**config.mk**
```make
export PLATFORM = sky130hd
export DESIGN_NAME = grant_order_response_router
export DESIGN_NICKNAME = d
export VERILOG_FILES = /design/src/rtl/arbiter_pkg.sv /design/src/rtl/onehot_to_binary.sv /design/src/rtl/grant_order_response_router.sv
export SDC_FILE = /design/constraint.sdc
export NUM_CORES = 1
export LEC_CHECK = 0
export ABC_AREA = 1
export BUFFER_PORTS_ARGS = -buffer_cell sky130_fd_sc_hd__buf_2
export CORE_MARGIN = 3
export CORE_UTILIZATION = 30
export DETAILED_ROUTE_END_ITERATION = 8
export PLACE_DENSITY = 0.61
export SYNTH_ARGS = -nofsm -noshare
export SYNTH_HDL_FRONTEND = slang
export SYNTH_SLANG_ARGS = --single-unit
```
**constraint.sdc**
```tcl
create_clock -name clock -period 5.6 [get_ports clock]
set_clock_uncertainty 0.15 [all_clocks]
set_input_delay 0.56 -clock clock [delete_from_list [all_inputs] [get_ports clock]]
set_output_delay 0.56 -clock clock [all_outputs]
set_load 0.01 [all_outputs]
```
**src/rtl/arbiter_pkg.sv**
```systemverilog
// rtl/arbiter_pkg.sv - shared channel-index helpers for the arbiters and their return path
package arbiter_pkg;

  localparam int DEFAULT_SIZE = 4;

  function automatic int idx_width(input int size);
    return (size <= 2) ? 1 : $clog2(size);
  endfunction

  typedef logic [idx_width(DEFAULT_SIZE)-1:0] chan_idx_t;

endpackage

```
**src/rtl/onehot_to_binary.sv**
```systemverilog
// rtl/onehot_to_binary.sv - combinational priority encoder, lowest set bit wins
module onehot_to_binary
  import arbiter_pkg::*;
#(
  parameter int SIZE  = 4,
  parameter int IDX_W = idx_width(SIZE)
) (
  input  logic [SIZE-1:0]  i_onehot,
  output logic [IDX_W-1:0] o_index
);

  // Scan downward so the lowest set bit is the last write.
  always_comb begin
    o_index = '0;
    for (int i = SIZE - 1; i >= 0; i--) begin
      if (i_onehot[i]) o_index = IDX_W'(i);
    end
  end

endmodule

```
**src/rtl/grant_order_response_router.sv**
```systemverilog
// rtl/grant_order_response_router.sv - steers shared-port responses back to channels in grant order
// Optional protocol checks: GRANT_ORDER_RESPONSE_ROUTER_CHECKS_EN
module grant_order_response_router
  import arbiter_pkg::*;
#(
  parameter int SIZE  = 4,
  parameter int DEPTH = 8,
  parameter int WIDTH = 32
) (
  input  logic             clock,
  input  logic             reset,
  input  logic             grant_valid,
  input  logic [SIZE-1:0]  grant,
  output logic             tracker_full,
  output logic             tracker_empty,
  input  logic             downstream_response_valid,
  input  logic [WIDTH-1:0] downstream_response_data,
  output logic             downstream_response_ready,
  output logic [SIZE-1:0]  channel_response_valid,
  output logic [WIDTH-1:0] channel_response_data,
  input  logic [SIZE-1:0]  channel_response_ready,
  output logic             error
);

  localparam int IDX_W = idx_width(SIZE);
  localparam int PTR_W = $clog2(DEPTH);
  localparam int CNT_W = $clog2(DEPTH + 1);

  logic [IDX_W-1:0] r_mem [DEPTH];
  logic [PTR_W-1:0] r_wr_ptr;
  logic [PTR_W-1:0] r_rd_ptr;
  logic [CNT_W-1:0] r_count;

  logic [IDX_W-1:0] w_grant_idx;
  logic [IDX_W-1:0] w_head;
  logic             w_full;
  logic             w_empty;
  logic             w_push;
  logic             w_pop;

  onehot_to_binary #(
    .SIZE  (SIZE),
    .IDX_W (IDX_W)
  ) u_grant_enc (
    .i_onehot (grant),
    .o_index  (w_grant_idx)
  );

  // Flags come from registered occupancy only, so a same-cycle pop never frees a slot for a push.
  assign w_full  = (r_count == CNT_W'(DEPTH));
  assign w_empty = (r_count == '0);
  assign w_head  = r_mem[r_rd_ptr];
  assign w_push  = grant_valid & ~w_full;
  assign w_pop   = downstream_response_valid & downstream_response_ready;

  assign tracker_full              = w_full;
  assign tracker_empty             = w_empty;
  assign downstream_response_ready = ~w_empty & channel_response_ready[w_head];
  assign channel_response_data     = downstream_response_data;

  always_comb begin
    channel_response_valid = '0;
    if (downstream_response_valid && !w_empty) begin
      channel_response_valid = {{(SIZE-1){1'b0}}, 1'b1} << w_head;
    end
  end

  always_ff @(posedge clock) begin
    if (w_push) r_mem[r_wr_ptr] <= w_grant_idx;
  end

  always_ff @(posedge clock) begin
    if (reset) begin
      r_wr_ptr <= '0;
      r_rd_ptr <= '0;
      r_count  <= '0;
    end else begin
      if (w_push) r_wr_ptr <= r_wr_ptr + PTR_W'(1);
      if (w_pop)  r_rd_ptr <= r_rd_ptr + PTR_W'(1);
      case ({w_push, w_pop})
        2'b10:   r_count <= r_count + CNT_W'(1);
        2'b01:   r_count <= r_count - CNT_W'(1);
        default: r_count <= r_count;
      endcase
    end
  end

`ifdef GRANT_ORDER_RESPONSE_ROUTER_CHECKS_EN
  logic r_error;
  logic r_resp_while_empty;
  logic w_grant_onehot;

  assign w_grant_onehot = (grant != '0) && ((grant & (grant - SIZE'(1))) == '0);

  always_ff @(posedge clock) begin
    if (reset) begin
      r_error            <= 1'b0;
      r_resp_while_empty <= 1'b0;
    end else begin
      r_resp_while_empty <= downstream_response_valid & w_empty;
      if ((grant_valid && !w_grant_onehot) ||
          (grant_valid && w_full) ||
          (downstream_response_valid && w_empty && r_resp_while_empty)) begin
        r_error <= 1'b1;
      end
    end
  end

  assign error = r_error;
`else
  assign error = 1'b0;
`endif

endmodule
```
### After elaboration in Yosys (flattened, before gate mapping)

Memory sizes are Yosys's and may differ from the RTL's. A register that Yosys moved wholly into a read port is not among the register bits.
Cells that the tools add are included.

| operators by class | value |
|---|---|
| $add $sub $neg | 4 |
| $mul | 0 |
| div/mod/pow operators | 0 |
| order comparisons | 1 |
| equal/unequal tests | 3 |
| shift operators | 1 |
| multiplexer cells | 12 |
| bitwise logic cells | 5 |
| reduce and logical (&&, ||, !) cells | 4 |

Operator list:

| cell | count |
|---|---|
| $mux W2 | 4 |
| $pmux W4 S2 | 1 |
| $add A3 B1 Y3 const B | 2 |
| $mux W3 | 2 |
| $add A4 B1 Y4 const B | 1 |
| $eq A4 B4 Y1 const B | 1 |
| $logic_not A4 Y1 | 1 |
| $mux W4 | 1 |
| $shl A1 B2 Y4 const A | 1 |
| $sub A4 B1 Y4 const B | 1 |
| $and A1 B1 Y1 | 3 |
| $lt A2 B3 Y1 const B | 1 |
| $mux W1 | 3 |
| $bmux W1 S2 | 1 |
| $eq A2 B1 Y1 const B | 1 |
| $eq A2 B2 Y1 const B | 1 |
| $not A1 Y1 | 2 |
| $reduce_bool A2 Y1 | 1 |
| $logic_and A1 B1 Y1 | 1 |
| $logic_not A1 Y1 | 1 |

| word-level totals | value |
|---|---|
| flip-flop bits (word level) | 10 |
| latch bits | 0 |
| memory bits (writable) | 16 |
| memory bits (read-only) | 0 |
| input port bits | 44 |
| output and inout bits | 40 |
| logic and storage cells | 34 |
| memories kept | 1 |

Memory list:

| memory | words | bits a word | read ports | clocked after memory_dff | wr ports | RTL line | source |
|---|---|---|---|---|---|---|---|
| r_mem | 8 | 2 | 1 | 1 | 1 | grant_order_response_router.sv:29 | `logic [IDX_W-1:0] r_mem [DEPTH];` |

### Logic depth before layout (Yosys ltp)

Gate-level depths: netlist of run 1.

| logic depth | value |
|---|---|
| depth in word-level cells | 6 |
| gate-level depth with buffers | 19 |
| depth with buffers taken out | 18 |

### Cells and area by module

From an unflattened synthesis of run 1, not the netlist that was laid out.

| unflattened totals | value |
|---|---|
| cells, all modules | 224 |
| area total of the unflattened synthesis | 1785.5 um2 |

By module, submodules not included:

| module | instances | cells each | area each (um2) | seq. area each (um2) |
|---|---|---|---|---|
| grant_order_response_router | 1 | 218 | 1751.7 | 740.7 |
| onehot_to_binary | 1 | 6 | 33.8 | 0.0 |

### Least setup slack after synthesis of run 1

Ideal clock, no wire load.

| timing | value |
|---|---|
| kind | reg-to-reg |
| start | reg with a tool-made name |
| end | reg r_count[3] |
| setup time | 122 ps |
| arrival | 2124 ps |
| required time | 5328 ps |
| path slack | 3204 ps |
| cell stages (with the launch flop) | 20 |
| path buffers | 1 |
| clock period less this slack | 2396 ps |
| cell sequence | dfxtp_1 > buf_6 > inv_8 > nand2_1 > nand3_2 > nand2_2 > nand2_2 > nand2_4 > nand3_1 > nand2_2 > nor2_4 > nand3_2 > inv_1 > ha_1 > xor2_1 > nand3_1 > a21oi_1 > o21ai_0 > o21ai_0 > a21oi_1 |

RTL lines:

| item | RTL line | source |
|---|---|---|
| end signal: assignment | grant_order_response_router.sv:81 | `2'b10: r_count <= r_count + CNT_W'(1);` |
| end signal: assignment | grant_order_response_router.sv:82 | `2'b01: r_count <= r_count - CNT_W'(1);` |
| end signal: assignment | grant_order_response_router.sv:83 | `default: r_count <= r_count;` |
| end: declaration | grant_order_response_router.sv:32 | `logic [CNT_W-1:0] r_count;` |

==> metrics.yaml, run 1 <==
pwr:
  p_switching_w: 0.0003268
  powerDensity_mw_per_mm2: 451.2
  pwr-share-comb_pct: 41.5
  p_sw_share_pct: 39.06
  power.leakage_nw: 0.8741
  p_total_w: 0.0008366
  irDropWorstVdd_mv: 0.1308
  clock_power_share_pct: 24.0
  p_int_w: 0.0005098
  seqPwrFrac_pct: 34.5
worst_hold_path:
  holdPathStages: 2
  hold_path_end: "r_wr_ptr[0]$_SDFFE_PP0P_"
  worstHoldStart: "r_wr_ptr[0]$_SDFFE_PP0P_"
  hold_class: "flip-flop to flip-flop"
sta:
  worstMarginPinSlew_ns: 0.7698
  setup_viol: 0
  rsz0062_at_grt: "false"
  final.min_clock_period_ns: 2.793
  drv_slew: 0
  maxSlewHeadroom_pct: 48.28
  finalSetupTns_ns: 0
  fmaxAchievable_mhz: 358.1
  period_share_pct: 49.87
  hold_viol_final: 0
  hold_slack_ns: 0.3382
routing:
  vias_per_cell: 4.249
  ant_nets: 0
  drt-pass1-iter-count: 4
  drc: 0
  first_iter_violations: 36
  drt-wirelength-per-cell_um: 9.969
  vias: 1228
  routed_wl_um: 2881
global_routing:
  grtUsageTotal_pct: 9.046
  grt_pass1_wl_um: 5285
  overflow: 0
  grt_pass1_vias: 1251
  grtUsageMet2_pct: 13.52
  grtUsageMet3_pct: 3.751
  grt.met1_usage_pct: 10.77
  antenna_found_initial: 0
  grt_busiest_layer: "met2"
  grt_max_degree: 10
cts:
  clock_sinks: 29
  clk_pin_slew_ns: 0.06
  clk_path_buf_depth: 2
  htreeDepth: 2
  cts_hold_buf: 0
  numCtsBuffers: 5
  post_cts_buffers: 0
  root_buffer: "clkbuf_8"
  cts_tree: "done"
  clk_latency_ns: 0.27
  cts_resized: 0
synth:
  syn_inst: 225
  ys_warn_count: 0
  seq_area_frac_synth_pct: 40.66
  syn_area_sq_mm: 0.001822
  synth_cell_types: 23
  ys_seq_elements: 29
  synth_fp_nets: 274
  syn_area_per_cell_sq_um: 8.097
layout:
  nFillCells: 594
  final_cell_mix: "nand2_1 (38), inv_1 (33), nor2_1 (18), buf_2 (18), edfxtp_1 (16)"
  layout_commonest_cell: "nand2_1"
  fin_cells: 289
  drive_gt1_share_pct: 23.96
  multi_input_area_sq_um: 668.1
  antenna_cells: 0
  area_growth_syn_to_layout_pct: 1.786
  seqCellArea_sq_um: 740.7
  nets: 265
critical_path:
  required_ns: 5.61
  crit_path_end_kind: "flip-flop"
  crit_path_start_kind: "flip-flop"
  rr_worst_depth: 17
  rr_endpoint: "r_count[3]$_SDFFE_PP0P_"
  cp_common_cell: "nand2_2"
  worst-path-max-fanout: 9
  crit_type: "flip-flop to flip-flop"
  cpPeakStageDelay_ns: 0.56
  reg2reg_slack_ns: 2.81
  worstPathArrival_ns: 2.81
  slowest_stage: "dfxtp_1"
  critPathTopFamily: "simple AND/OR/NAND/NOR gates"
  cp_cell_sequence: "nand2_1 -> nand3_2 -> nand2_2 -> nand2_2 -> nand2_4 -> nand3_1 -> nand2_2 -> nor2_4 -> nand3_2 -> inv_1 -> ha_1 -> xor2_1 -> nand3_1 -> a21oi_1 -> o21ai_0 -> o21ai_0 -> a21oi_1"
  crit_buf_inv: 1
placement:
  gp_congestion: 0.7585
  hpwlAfterDp_um: 2338
  placedCellCount: 281
  io_buffers: 18
die:
  rows: 27
  die_w_um: 83.93
  ioPinCount: 84
  start_util_pct: 32.10
  core_area_sq_mm: 0.005675
  die_area_sq_mm: 0.007043
  die_h_um: 83.93
outcome:
  outcome: "finished clean"
run:
  cap_violations: 0
==> metal layers <==
metal | routed length, um | part of all wire, %
met1 | 1349 | 47
met2 | 1217 | 42
met3 | 202 | 7.0
met4 | 110 | 3.8
met5 | 0 | 0
==> power groups by stage <==
stage	clock network, W	logic [W]	registers [W]
after floorplan	0	0.000318	0.000279
after global placement	0	0.000349	0.000293
after detailed placement	0	0.000350	0.000294
after CTS	0.000207	0.000352	0.000289
after global routing	0.000215	0.000406	0.000293
final	0.000201	0.000347	0.000289
==> cells by family (layout without fill, tap and decap cells) <==
logic type	after synthesis	in the layout	synth area share [%]
xor+xnor	4	4	1.923
fa+ha+maj	5	5	3.434
compound gates	14	14	3.846
flops	29	29	40.66
buf+inv	73	65	22.67
other cells	1	1	0.2058
simple gates	99	99	27.27
==> synth_stat cells <==
cell,instances,area [sq um]
buf_6,1,11.26
dfxtp_1,13,260.3
ha_1,5,62.56
a21oi_1,9,45.04
nand2_1,38,142.6
nand3_2,7,70.07
nor3_1,4,20.02
nand3_1,15,75.07
o21ai_0,5,25.02
nand2_2,10,62.56
buf_4,33,247.7
nor2_4,1,11.26
inv_8,1,11.26
nor2_1,18,67.56
nand4_1,3,18.77
nor2_2,1,6.260
nand2_4,2,22.52
inv_2,5,18.77
inv_1,33,123.9
xnor2_1,1,8.760
conb_1,1,3.750
xor2_1,3,26.28
edfxtp_1,16,480.5
==> worst min-delay path, delay by kind of cell (launching register included) <==
family,cells,cell delay [ns]
flops,1,0.32
compound gates,1,0.06
simple gates,1,0.06
==> metrics by stage <==
step | area [sq um] | util [%] | setup WS [ns]
finish | 1854 | 32.67 | 2.807
global route | 1854 | 32.67 | 2.468
CTS | 1854 | 32.67 | 2.793
detailed placement | 1743 | 30.71 | 2.812
global placement | 1743 | 30.71 | 2.882
floorplan | 1822 | - | 3.204
==> worst max-delay path by stage <==
stage	depth (start not counted)	slack, ns	end
floorplan	19	3.20	r_count[3]$_SDFFE_PP0P_
global placement	17	2.88	r_count[3]$_SDFFE_PP0P_
detailed placement	17	2.81	r_count[3]$_SDFFE_PP0P_
CTS	17	2.79	r_count[3]$_SDFFE_PP0P_
global route	17	2.47	r_count[3]$_SDFFE_PP0P_
finish	17	2.81	r_count[3]$_SDFFE_PP0P_
==> cell type report <==
type | count | area share, %
Clock buffer | 8 | 6.005
Inverter | 39 | 8.300
Multi-Input combinational cell | 123 | 36.03
Sequential cell | 29 | 39.95
Tap cell | 72 | 4.858
Timing Repair Buffer | 18 | 4.858
Power figures use the tool's default switching activity.
==> inputs of run 2 (changes only) <==
--- a/config.mk
+++ b/config.mk
@@ -5,12 +5,12 @@
 export SDC_FILE = /design/constraint.sdc
 export NUM_CORES = 1
 export LEC_CHECK = 0
-export ABC_AREA = 1
+export ABC_AREA = 0
 export BUFFER_PORTS_ARGS = -buffer_cell sky130_fd_sc_hd__buf_2
 export CORE_MARGIN = 3
 export CORE_UTILIZATION = 30
 export DETAILED_ROUTE_END_ITERATION = 8
-export PLACE_DENSITY = 0.61
+export PLACE_DENSITY = 0.63
 export SYNTH_ARGS = -nofsm -noshare
 export SYNTH_HDL_FRONTEND = slang
 export SYNTH_SLANG_ARGS = --single-unit
==> constraint.sdc (replaced) <==
create_clock -name clock -period 2.78 [get_ports clock]
set_clock_uncertainty 0.15 [all_clocks]
set_input_delay 0.278 -clock clock [delete_from_list [all_inputs] [get_ports clock]]
set_output_delay 0.278 -clock clock [all_outputs]
set_load 0.01 [all_outputs]
==> run 2 against run 1 <==
The flow now finishes with violations (negative setup slack); clock power is 55% higher; largest power group is now registers; flip-flop and latch count stayed put; first-iteration DRC count is 22% higher; worst hold slack worse by 0.16 ns; power is 76% higher; sequential share of layout area is 2.1 points higher; global-route usage is 0.62 points lower.
==> metrics.yaml, run 2 <==
routing:
  ant_nets: 0  # unchanged
  top_layer: "met4"
  routed_wl_um: 2580  # -10%
  vias: 947  # -23%
  drc: 0  # unchanged
  met3_wirelength_um: 178  # -12%
  vias_per_cell: 4.266  # +0.39%
  drt-wirelength-per-cell_um: 11.62  # +17%
  drt-met1-wl_um: 1143  # -15%
  drt-pass1-iter-count: 4  # unchanged
  routed-wl-met2_um: 1223  # +0.49%
  first_iter_violations: 44  # +22%
pwr:
  power.leakage_nw: 0.6975  # -20%
  powerDensity_mw_per_mm2: 832.2  # +84%
  irDropWorstVdd_mv: 0.2689  # +110%
  p_total_w: 0.001472  # +76%
synth:
  ys_warn_count: 0  # unchanged
  synth_edf_count: 16  # unchanged
  async_flop_share_pct: 0  # unchanged
  synth_cell_types: 34  # +48%
  ys_seq_elements: 29  # unchanged
  synth_ff_type: "edfxtp_1"
  synth_fp_nets: 199  # -27%
  syn_area_per_cell_sq_um: 10.81  # +34%
  post-synth-top-count-cell: "buf_4"
  synth_area_leaders: "edfxtp_1 (30%), dfxtp_1 (16%), buf_4 (15%), mux4_2 (4.2%), ha_1 (3.9%)"
  syn_inst: 150  # -33%
  seq_area_frac_synth_pct: 45.68  # +5.0 points
  synth_common_cells: "buf_4 (33), edfxtp_1 (16), nor2_1 (15)"
  synth_top_area_share_pct: 29.63  # +3.3 points
  syn_area_sq_mm: 0.001622  # -11%
  yosysTopAreaCell: "edfxtp_1"
run:
  cap_violations: 0  # unchanged
placement:
  hpwlAfterDp_um: 1891  # -19%
  gp_congestion: 0.7019  # -7.5%
  io_buffers: 18  # unchanged
  placedCellCount: 213  # -24%
outcome:
  violations: "negative setup slack"
  outcome: "finished, violations left"
critical_path:
  required_ns: 2.83  # -2.78 ns
  cpPeakStageDelay_ns: 0.52  # -0.04 ns
  crit_buf_inv: 1  # unchanged
  crit_type: "flip-flop to flip-flop"
  crit_path_end_kind: "flip-flop"
  rr_worst_depth: 12  # -5
  worstPathArrival_ns: 3.22  # +0.41 ns
  crit_path_start_kind: "flip-flop"
  cp.depth: 12  # -5
  slowest_stage: "mux4_2"
  cp_cell_sequence: "mux2_4 -> mux4_2 -> mux4_2 -> nand2_4 -> inv_4 -> ha_4 -> xor2_2 -> ha_4 -> a21oi_2 -> xor2_1 -> or3_1 -> a21oi_1"
  critPathTopFamily: "multiplexers"
  worst-path-max-fanout: 6  # -3
sta:
  final.min_clock_period_ns: 3.169  # +0.3764 ns
  rsz0062_at_grt: "true"
  period_share_pct: 114.0  # +64 points
  maxSlewHeadroom_pct: 49.65  # +1.4 points
  fmaxAchievable_mhz: 315.5  # -12%
  worstMarginPinSlew_ns: 0.7496  # -0.02029 ns
  hold_viol_final: 0  # unchanged
  setup_viol: 4  # +4
  drv_slew: 0  # unchanged
  fin_ws_ns: -0.3892  # -3.196 ns
cts:
  clk_latency_ns: 0.27  # about the same
  htreeDepth: 2  # unchanged
  clock_sinks: 29  # unchanged
  cts_tree: "done"
  clk_pin_slew_ns: 0.06  # about the same
  numCtsBuffers: 5  # unchanged
  root_buffer: "clkbuf_8"
  clk_path_buf_depth: 2  # unchanged
layout:
  nFillCells: 495  # -17%
  area_growth_syn_to_layout_pct: 9.105
  drive_gt1_share_pct: 34.87  # +11 points
  final_cell_mix: "buf_2 (18), edfxtp_1 (16), nor2_1 (15)"
  layout_commonest_cell: "buf_2"
  antenna_cells: 0  # unchanged
  fin_cells: 222  # -23%
  seqCellArea_sq_um: 744.5  # +0.51%
  multi_input_area_sq_um: 655.6  # -1.9%
  nets: 200  # -25%
die:
  rows: 26  # -3.7%
  die_h_um: 79.52  # -5.2%
  start_util_pct: 31.35  # -0.75 points
  ioPinCount: 84  # unchanged
  core_area_sq_mm: 0.005172  # -8.9%
  die_w_um: 79.52  # -5.2%
  die_area_sq_mm: 0.006323  # -10%
global_routing:
  overflow: 0  # unchanged
  grtUsageTotal_pct: 8.425  # -0.62 points
  antenna_found_initial: 0  # unchanged
  grt_max_degree: 13  # +3
  grt_pass1_vias: 922  # -26%
  grt_pass1_wl_um: 4112  # -22%
worst_hold_path:
  hold_class: "input port to flip-flop"
  holdPathStages: 2  # unchanged
==> run 2: cell count changes after synthesis, sizes merged, moves of 4 or more <==
| cell | previous run | this run |
|---|---|---|
| nor2 | 20 | 15 |
| nand3 | 22 | 1 |
| nand2 | 50 | 9 |
| nand2b | 0 | 5 |
| mux4 | 0 | 4 |
| mux2 | 0 | 5 |
| nor2b | 0 | 4 |
| inv | 39 | 4 |
==> run 2: kinds of logic (layout without fill, tap and decap cells) <==
kind of cell,after synthesis,count (layout),share of synthesized area [%]
mux,10,10,10.34
other cells,1,1,0.2313
simple gates,48,48,14.81
fa+ha+maj,5,5,3.858
xor+xnor,8,8,4.784
compound gates,9,9,2.932
buf+inv,40,42,17.36
flops,29,29,45.68
==> run 2: layer usage <==
layer,GRT usage (%),vias to the layer above
met1,10.04,433
met3,3.386,6
met5,0,-
li1,-,475
met4,4.639,0
met2,12.85,33
==> run 2: per-stage QoR <==
step	instance area [sq um]	hold WS [ns]	TNS (ns)	util (%)	setup slack (ns)
2_1_floorplan	1649	0.3157	-0.7216	-	-0.3637
6_report	1769	0.1743	-0.8900	34.20	-0.3892
5_1_grt	1769	0.1781	-1.324	34.20	-0.5067
4_1_cts	1733	0.1682	-0.7674	33.50	-0.3511
3_5_place_dp	1643	0.3482	-1.149	31.76	-0.4689
3_3_place_gp	1643	0.3437	-1.053	31.76	-0.4139
==> run 2: cell type report <==
class | count | share of cell area [%]
Sequential cell | 29 | 42.08
Timing Repair Buffer | 30 | 10.40
Inverter | 4 | 0.9901
Clock buffer | 8 | 4.526
Tap cell | 70 | 4.950
Multi-Input combinational cell | 81 | 37.06
==> run 2: power breakdown <==
group          leakage, nW  total (W)  internal, W  switching (W)
combinational        0.404   0.000570     0.000317       0.000254
clock               0.0395   0.000312     0.000177       0.000135
sequential           0.254   0.000590     0.000511      0.0000791
==> run 2: repair_timing <==
action | in CTS | in global routing
gates cloned | 0 | 0
endpoints found under the setup margin | 5 | 5
hold buffers | 0 | 0
buffers inserted | 0 | 1
gates resized for setup | 4 | 5
pin swaps | 0 | 1
==> run 2: path summary, 6_finish.rpt <==
path                                 start                       end  slack, ns
setup / recovery                 flip-flop   r_count[2]$_SDFFE_PP0P_      -0.39
hold reg to reg   r_rd_ptr[1]$_SDFFE_PP0P_  r_rd_ptr[1]$_SDFFE_PP0P_       0.35
setup reg to reg                 flip-flop   r_count[2]$_SDFFE_PP0P_      -0.39
hold / removal                       reset   r_count[1]$_SDFFE_PP0P_       0.17
